--- config.mk ---
export PLATFORM = sky130hd
export DESIGN_NAME = fp_align_pipe
export DESIGN_NICKNAME = d
export VERILOG_FILES = /design/src/rtl/fp_align_pipe.sv
export SDC_FILE = /design/constraint.sdc
export NUM_CORES = 1
export LEC_CHECK = 0
export ABC_AREA = 1
export CAP_MARGIN = 20
export CELL_PAD_IN_SITES_DETAIL_PLACEMENT = 0
export CELL_PAD_IN_SITES_GLOBAL_PLACEMENT = 1
export CORE_ASPECT_RATIO = 1.1
export CORE_MARGIN = 8
export CORE_UTILIZATION = 34
export CTS_CLUSTER_DIAMETER = 100
export DETAILED_ROUTE_END_ITERATION = 12
export PLACE_DENSITY_LB_ADDON = 0.1
export SKIP_CTS_REPAIR_TIMING = 1
export SLEW_MARGIN = 20
export SYNTH_ARGS = -nofsm -noshare
export SYNTH_HDL_FRONTEND = slang
export SYNTH_SLANG_ARGS = --single-unit
--- constraint.sdc ---
create_clock -name clk -period 2.09 [get_ports clk]
set_clock_uncertainty 0.15 [all_clocks]
set_input_delay 0.209 -clock clk [delete_from_list [all_inputs] [get_ports clk]]
set_output_delay 0.209 -clock clk [all_outputs]
set_load 0.03 [all_outputs]
--- src/rtl/fp_align_pipe.sv ---
// Two-stage FP adder alignment: stage 1 orders operands and saturates the exponent difference, stage 2 right-shifts the smaller mantissa with G/R/S.
// Latency 2 cycles at full throughput; a stalled output holds stable, and in_ready drops once both stages are occupied.
module fp_align_pipe #(
   parameter  int EXP_W   = 8,
   parameter  int MAN_W   = 24,
   localparam int ALN_W   = MAN_W + 3,
   localparam int SHIFT_W = $clog2(ALN_W + 1)
) (
   input  logic               clk,
   input  logic               rst,
   input  logic               in_valid,
   output logic               in_ready,
   input  logic               sign_a,
   input  logic [EXP_W-1:0]   exp_a,
   input  logic [MAN_W-1:0]   man_a,
   input  logic               sign_b,
   input  logic [EXP_W-1:0]   exp_b,
   input  logic [MAN_W-1:0]   man_b,
   output logic               out_valid,
   input  logic               out_ready,
   output logic [EXP_W-1:0]   out_exp,
   output logic               big_sign,
   output logic [ALN_W-1:0]   big_man,
   output logic               sml_sign,
   output logic [ALN_W-1:0]   sml_man,
   output logic               swapped,
   output logic [SHIFT_W-1:0] shift
);

   logic               s1_valid;
   logic [EXP_W-1:0]   s1_exp;
   logic               s1_big_sign;
   logic [MAN_W-1:0]   s1_big_man;
   logic               s1_sml_sign;
   logic [MAN_W-1:0]   s1_sml_man;
   logic               s1_swapped;
   logic [SHIFT_W-1:0] s1_dsat;

   logic               s2_adv;
   logic               b_big;
   logic [EXP_W:0]     d;
   logic [SHIFT_W-1:0] dsat;
   logic [ALN_W-1:0]   ext;
   logic [ALN_W-1:0]   sh;
   logic [ALN_W-1:0]   lost_mask;
   logic               sticky;
   logic [ALN_W-1:0]   aligned;

   // Output register is the second stage; it frees up whenever it is empty or draining.
   assign s2_adv   = !out_valid || out_ready;
   assign in_ready = !s1_valid || s2_adv;

   always_comb begin
      b_big = (exp_b > exp_a) || ((exp_b == exp_a) && (man_b > man_a));
      if (exp_a >= exp_b)
         d = {1'b0, exp_a} - {1'b0, exp_b};
      else
         d = {1'b0, exp_b} - {1'b0, exp_a};
      dsat = (int'(d) >= ALN_W) ? SHIFT_W'(ALN_W) : SHIFT_W'(d);
   end

   // A saturated shift of ALN_W pushes every bit into the mask, leaving only the sticky bit.
   always_comb begin
      ext       = {s1_sml_man, 3'b000};
      sh        = ext >> s1_dsat;
      lost_mask = ~({ALN_W{1'b1}} << s1_dsat);
      sticky    = |(ext & lost_mask);
      aligned   = {sh[ALN_W-1:1], sh[0] | sticky};
   end

   always_ff @(posedge clk) begin
      if (rst) begin
         s1_valid    <= 1'b0;
         s1_exp      <= '0;
         s1_big_sign <= 1'b0;
         s1_big_man  <= '0;
         s1_sml_sign <= 1'b0;
         s1_sml_man  <= '0;
         s1_swapped  <= 1'b0;
         s1_dsat     <= '0;
      end else if (in_ready) begin
         s1_valid <= in_valid;
         if (in_valid) begin
            s1_swapped  <= b_big;
            s1_dsat     <= dsat;
            s1_exp      <= b_big ? exp_b  : exp_a;
            s1_big_sign <= b_big ? sign_b : sign_a;
            s1_big_man  <= b_big ? man_b  : man_a;
            s1_sml_sign <= b_big ? sign_a : sign_b;
            s1_sml_man  <= b_big ? man_a  : man_b;
         end
      end
   end

   always_ff @(posedge clk) begin
      if (rst) begin
         out_valid <= 1'b0;
         out_exp   <= '0;
         big_sign  <= 1'b0;
         big_man   <= '0;
         sml_sign  <= 1'b0;
         sml_man   <= '0;
         swapped   <= 1'b0;
         shift     <= '0;
      end else if (s2_adv) begin
         out_valid <= s1_valid;
         if (s1_valid) begin
            out_exp  <= s1_exp;
            big_sign <= s1_big_sign;
            big_man  <= {s1_big_man, 3'b000};
            sml_sign <= s1_sml_sign;
            sml_man  <= aligned;
            swapped  <= s1_swapped;
            shift    <= s1_dsat;
         end
      end
   end

endmodule

---- Word-level counts from Yosys, hierarchy flattened ----
Index checks and enable logic that the tools add are counted.
cells by class
  bitwise operators ....................... 3
  magnitude comparators ................... 4
  div/mod/pow operators ................... 0
  mux-type cells .......................... 7
  multiply operators ...................... 0
  reductions and logical operators ........ 9
  add/subtract/negate cells ............... 2
  shifts and indexed selects .............. 2
  equal/unequal tests ..................... 1
operators by type and width
  operator               number
  $mux 24                2
  $and 27x27->27         1
  $not 27->27            1
  $reduce_or 27->1       1
  $shl 27x5->27 const A  1
  $shr 27x5->27          1
  $gt 24x24->1           1
  $sub 8x8->9            2
  $ge 9x5->1 const B     1
  $mux 9                 1
  $eq 8x8->1             1
  $ge 8x8->1             1
  $gt 8x8->1             1
  $mux 8                 1
  $mux 5                 1
  $reduce_and 2->1       2
  $logic_or 1x1->1       3
  $logic_not 1->1        2
  $mux 1                 2
  $logic_and 1x1->1      1
  $or 1x1->1             1
word-level totals
  input port bits ......................... 70
  memories ................................ 0
  ROM bits ................................ 0
  output and inout bits ................... 72
  flip-flop bits (word level) ............. 133
  memory bits (writable) .................. 0
  latch bits .............................. 0
  word-level logic and storage cells ...... 44

---- Depth between registers and ports, before layout ----
  word-level depth ........................ 5
  depth in mapped cells ................... 19
  mapped depth without buffers ............ 17

---- Worst setup path before layout ----
Ideal clock, no wire load.
  kind .................................... register to register
  start ................................... register out_valid
  end ..................................... register s1_big_man[15]
  data required time ...................... 1.870 ns
  buffers on the path ..................... 2
  arrival time ............................ 1.844 ns
  setup time .............................. 0.070 ns
  setup slack ............................. 0.025 ns
  stages on the path, launching flop included .. 7
  clock period less this slack ............ 2.065 ns
  path through ............................ dfxtp_1 > nand3_1 > nand2_1 > clkbuf_1 > clkbuf_1 > nand2_1 > a21oi_1
on the way
  longest elaborated chain between the ends .. 4
ends and longest elaborated chain
  what                        line  text
  start, declared             19    output logic out_valid,
  start signal, assigned      106   out_valid <= s1_valid;
  $logic_not 1->1             50    assign s2_adv = !out_valid || out_ready;
  $logic_or 1x1->1            50
  $logic_or 1x1->1            51    assign in_ready = !s1_valid || s2_adv;
  via in_ready                12    output logic in_ready,
  $reduce_and 2->1 (no line)  --
  end signal, assigned        88    s1_big_man <= b_big ? man_b : man_a;
  end, declared               33    logic [MAN_W-1:0] s1_big_man;
The timed path passes the listed nets, and every way through them passes these cells.
A chain may end at the register's enable or synchronous reset.

---- Final worst setup path ----
  start ................................... register s1_dsat[0]
  end ..................................... register sml_man[7]
on the way
  longest elaborated chain between the ends .. 1
ends and longest elaborated chain
  what                    line  text
  start, declared         37    logic [SHIFT_W-1:0] s1_dsat;
  start signal, assigned  85    s1_dsat <= dsat;
  $shr 27x5->27           65    sh = ext >> s1_dsat;
  end signal, assigned    112   sml_man <= aligned;
  end, declared           25    output logic [ALN_W-1:0] sml_man,
No other way between the ends.

==> summary.txt <==
Worst hold path
  – Hold Path Class: in2reg
  – WHS Path Cells: 5

Yosys
  – Synthesis-stage register bit count: around 130
  – Gate Count Post-Synth: 1,277
  – Post-Synth Adder-Cell Area: 0.06664
  – Netlist Area Pre-Place: just over 8000 µm²
  – Avg Cell Area, Syn: around 6.4 µm²
  – Post-synth EDFFs: 0
  – Compound-Gate Fraction of Synth Area: 0.1697
  – Simple-gate share of the synthesized area: 0.3221
  – Cell variety after synth: 42
  – Post-synthesis sequential area ratio: 0.3282
  – Main synth FF type: dfxtp_1
  – Mux contribution to synthesized area: 0.002468
  – FFs w/ async S/R, synth: 0
  – Largest family of logic cells by synthesized area: simple AND/OR/NAND/NOR gates
  – XOR/XNOR Fraction of Synth Area: 0.006478
  – Warnings from Yosys: 0

Global route
  – Initial antenna violation count: 0
  – GRT overflow: 0
  – Vias in the first global route: just under 9,000
  – Total GRT Usage: 0.2100
  – Largest net degree at the start of global routing: 86
  – First-pass GRT wire length: around 48,000 µm

Floorplan
  – Num ports: 142
  – Initial Util: 0.3445
  – Die width: 163.3 µm
  – Core Region: around 24,000 µm²
  – Die Span Y: around 180 µm
  – Site row count: 59
  – Die area: 29,060 µm²

Critical path
  – Critical Path RT: around 2.2 ns
  – Reg2Reg Launch Point: s1_dsat[0]
  – CP cell instances: buf_12 -> buf_4 -> nand2_1 -> nand2_1 -> o21ai_0 -> mux2i_1 -> a22o_1 -> nand2_1 -> a21oi_1
  – WP data arrival: ~2.2 ns
  – Cell mode on critical path: nand2_1
  – Worst R2R End: sml_man[7]
  – CP Class: reg2reg
  – CP Launch Type: flip-flop
  – Setup crit end: sml_man[7]
  – Critical-path top delay cell: o21ai_0
  – R2r setup slk: 0.08 ns
  – Reg2Reg Depth: 9
  – CP peak stage delay: between 0.3 and 0.4 ns
  – CP Capture Type: flip-flop
  – Worst-path fanout max: 23
  – CP startpoint: s1_dsat[0]

Drt
  – Total wire length: ~31,000 µm
  – DRC: 0
  – Initial DRC count: about 490
  – Vias: a little over 9,000
  – Final ANT Viol Nets: 0
  – Via density: around 5
  – Routed len/inst: roughly 17 µm
  – DR pass1 iterations: 5

Cells and area
  – Most frequent cells in the layout: 314 x nand2_1, 143 x nand3_1, 141 x buf_4
  – P&R area growth vs syn: 52.68%
  – Layout cells sized above 1: 0.2206
  – Final nets: between 1,500 and 2,000
  – Diodes inserted: 0
  – Fillers: 2,359
  – Commonest non-fill, non-tap cell in the layout: nand2_1
  – Fin cells: between 1,500 and 2,000

CTS
  – Clk slew on worst S/H paths: ~0.07 ns
  – # H-tree levels: 4
  – Sink Count: 133
  – Cts bufs inserted: 17
  – Clk buf depth: 2
  – Clock Latency Late Sink: roughly 0.42 ns
  – CTS tree: done
  – CTS root buffer: clkbuf_16

STA
  – Final period utilization: 0.9612
  – Slew @ Worst Pin: 0.5040 ns
  – Hold WS: a little over 0.09 ns
  – Final Max Tran Viols: 0
  – Final hold vios: 0
  – Final setup violation count: 0
  – Fmax: 497.8 MHz
  – Post-layout min period: ~2.0 ns
  – Slew HR: 0.6627

Run
  – Number of max-cap violations: 0

Placed design
  – Hpwl dp: roughly 23,000 µm
  – I/O Buffers: between 100 and 150
  – Global placement routability congestion: 0.9028
  – Placed insts: 1,793

Power
  – Leakage: roughly 5.9 nW
  – Max IR drop VDD: approximately 0.51 mV
  – Pwr dens: ~700 nW/µm²

Run status
  – Status: complete, no violations
-- sequential cells by signal, indices dropped and copies added, names as in the netlist --
name         flops
big_man         24
big_sign         1
out_exp          8
out_valid        1
s1_big_man      24
s1_big_sign      1
s1_dsat          5
s1_exp           8
s1_sml_man      24
s1_sml_sign      1
s1_swapped       1
s1_valid         1
shift            5
sml_man         27
sml_sign         1
swapped          1
-- layout make-up --
type	instances	area [µm²]	area share
tap	305	381.6	0.03081
inverter	122	460.4	0.03718
timing repair buffer	305	3039	0.2454
clock inverter	14	187.7	0.01515
multi-input combinational	940	5210	0.4207
sequential	133	2666	0.2153
clock buffer	18	439.2	0.03546
-- logic make-up after synthesis --
group | Yosys count
flip-flops | 133
XOR/XNOR | 6
adder cells (fa/ha/maj) | 42
other | 1
multiplexers | 2
AND/OR/NAND/NOR | 627
buffers and inverters | 206
AO/OA/AOI/OAI | 260
-- worst max-delay path: cells and delay by family (launching register included) --
kind,cells,cell delay (ns)
AOI/OAI and AO/OA,3,0.65
buffers and inverters,2,0.29
DFF,1,0.34
muxes,1,0.24
and+or+nand+nor,3,0.20
-- through the flow --
| step | util | worst slack, ns | instance area [µm²] | TNS (ns) | power (mW) |
|---|---|---|---|---|---|
| 2_1_floorplan | - | 0.02518 | 8119 | 0 | 4.189 |
| 3_3_place_gp | 0.4596 | -0.7733 | 10820 | -44.25 | 5.267 |
| 3_5_place_dp | 0.4596 | -0.8130 | 10820 | -47.02 | 5.279 |
| 4_1_cts | 0.4862 | -0.3814 | 11450 | -18.66 | 8.519 |
| 5_1_grt | 0.5259 | -0.01485 | 12380 | -0.03068 | 9.182 |
| 6_report | 0.5259 | 0.08108 | 12380 | 0 | 8.712 |
-- layer usage --
metal  routed length (µm)  GRT usage  vias to the layer above
met5                    0          0                        -
met1                13640     0.2578                     4254
met4                  614    0.06389                        0
li1                     -          -                     4665
met2                15820     0.3722                      213
met3                 1152    0.02932                       42
-- worst min path at each step --
| stage | end | from |
|---|---|---|
| 2_1_floorplan | out_valid | out_ready |
| 3_3_place_gp | s1_big_sign | s1_big_sign |
| 3_5_place_dp | s1_big_man[5] | s1_big_man[5] |
| 4_1_cts | s1_exp[2] | rst |
| 5_1_grt | s1_sml_man[5] | man_b[5] |
| 6_report | s1_sml_man[10] | man_b[10] |
-- power by group --
| group | switching [mW] | internal [mW] | total [mW] |
|---|---|---|---|
| Sequential | 0.151 | 2.72 | 2.88 |
| Clock | 1.28 | 1.94 | 3.22 |
| Combinational | 1.47 | 1.14 | 2.61 |
| Total | 2.90 | 5.81 | 8.71 |
-- Yosys cell counts, types with 3 or more instances --
library cell / number / share of area
inv_1: 118 / 0.055
buf_1: 9 / 0.0042
a31oi_1: 8 / 0.0062
clkbuf_1: 49 / 0.023
nand2_2: 4 / 0.0031
xor2_1: 5 / 0.0054
o22ai_1: 3 / 0.0023
nand2_1: 333 / 0.15
or2_2: 3 / 0.0023
buf_4: 5 / 0.0046
buf_2: 17 / 0.010
o21ai_0: 105 / 0.065
dfxtp_1: 133 / 0.33
nor2_1: 114 / 0.053
o211ai_1: 9 / 0.0083
o21ai_1: 3 / 0.0019
nand3_1: 155 / 0.096
ha_1: 40 / 0.062
a21oi_1: 119 / 0.073
nor3_1: 3 / 0.0019
nand4_1: 9 / 0.0069
buf_6: 4 / 0.0056
(Power assumes the default switching activity.)
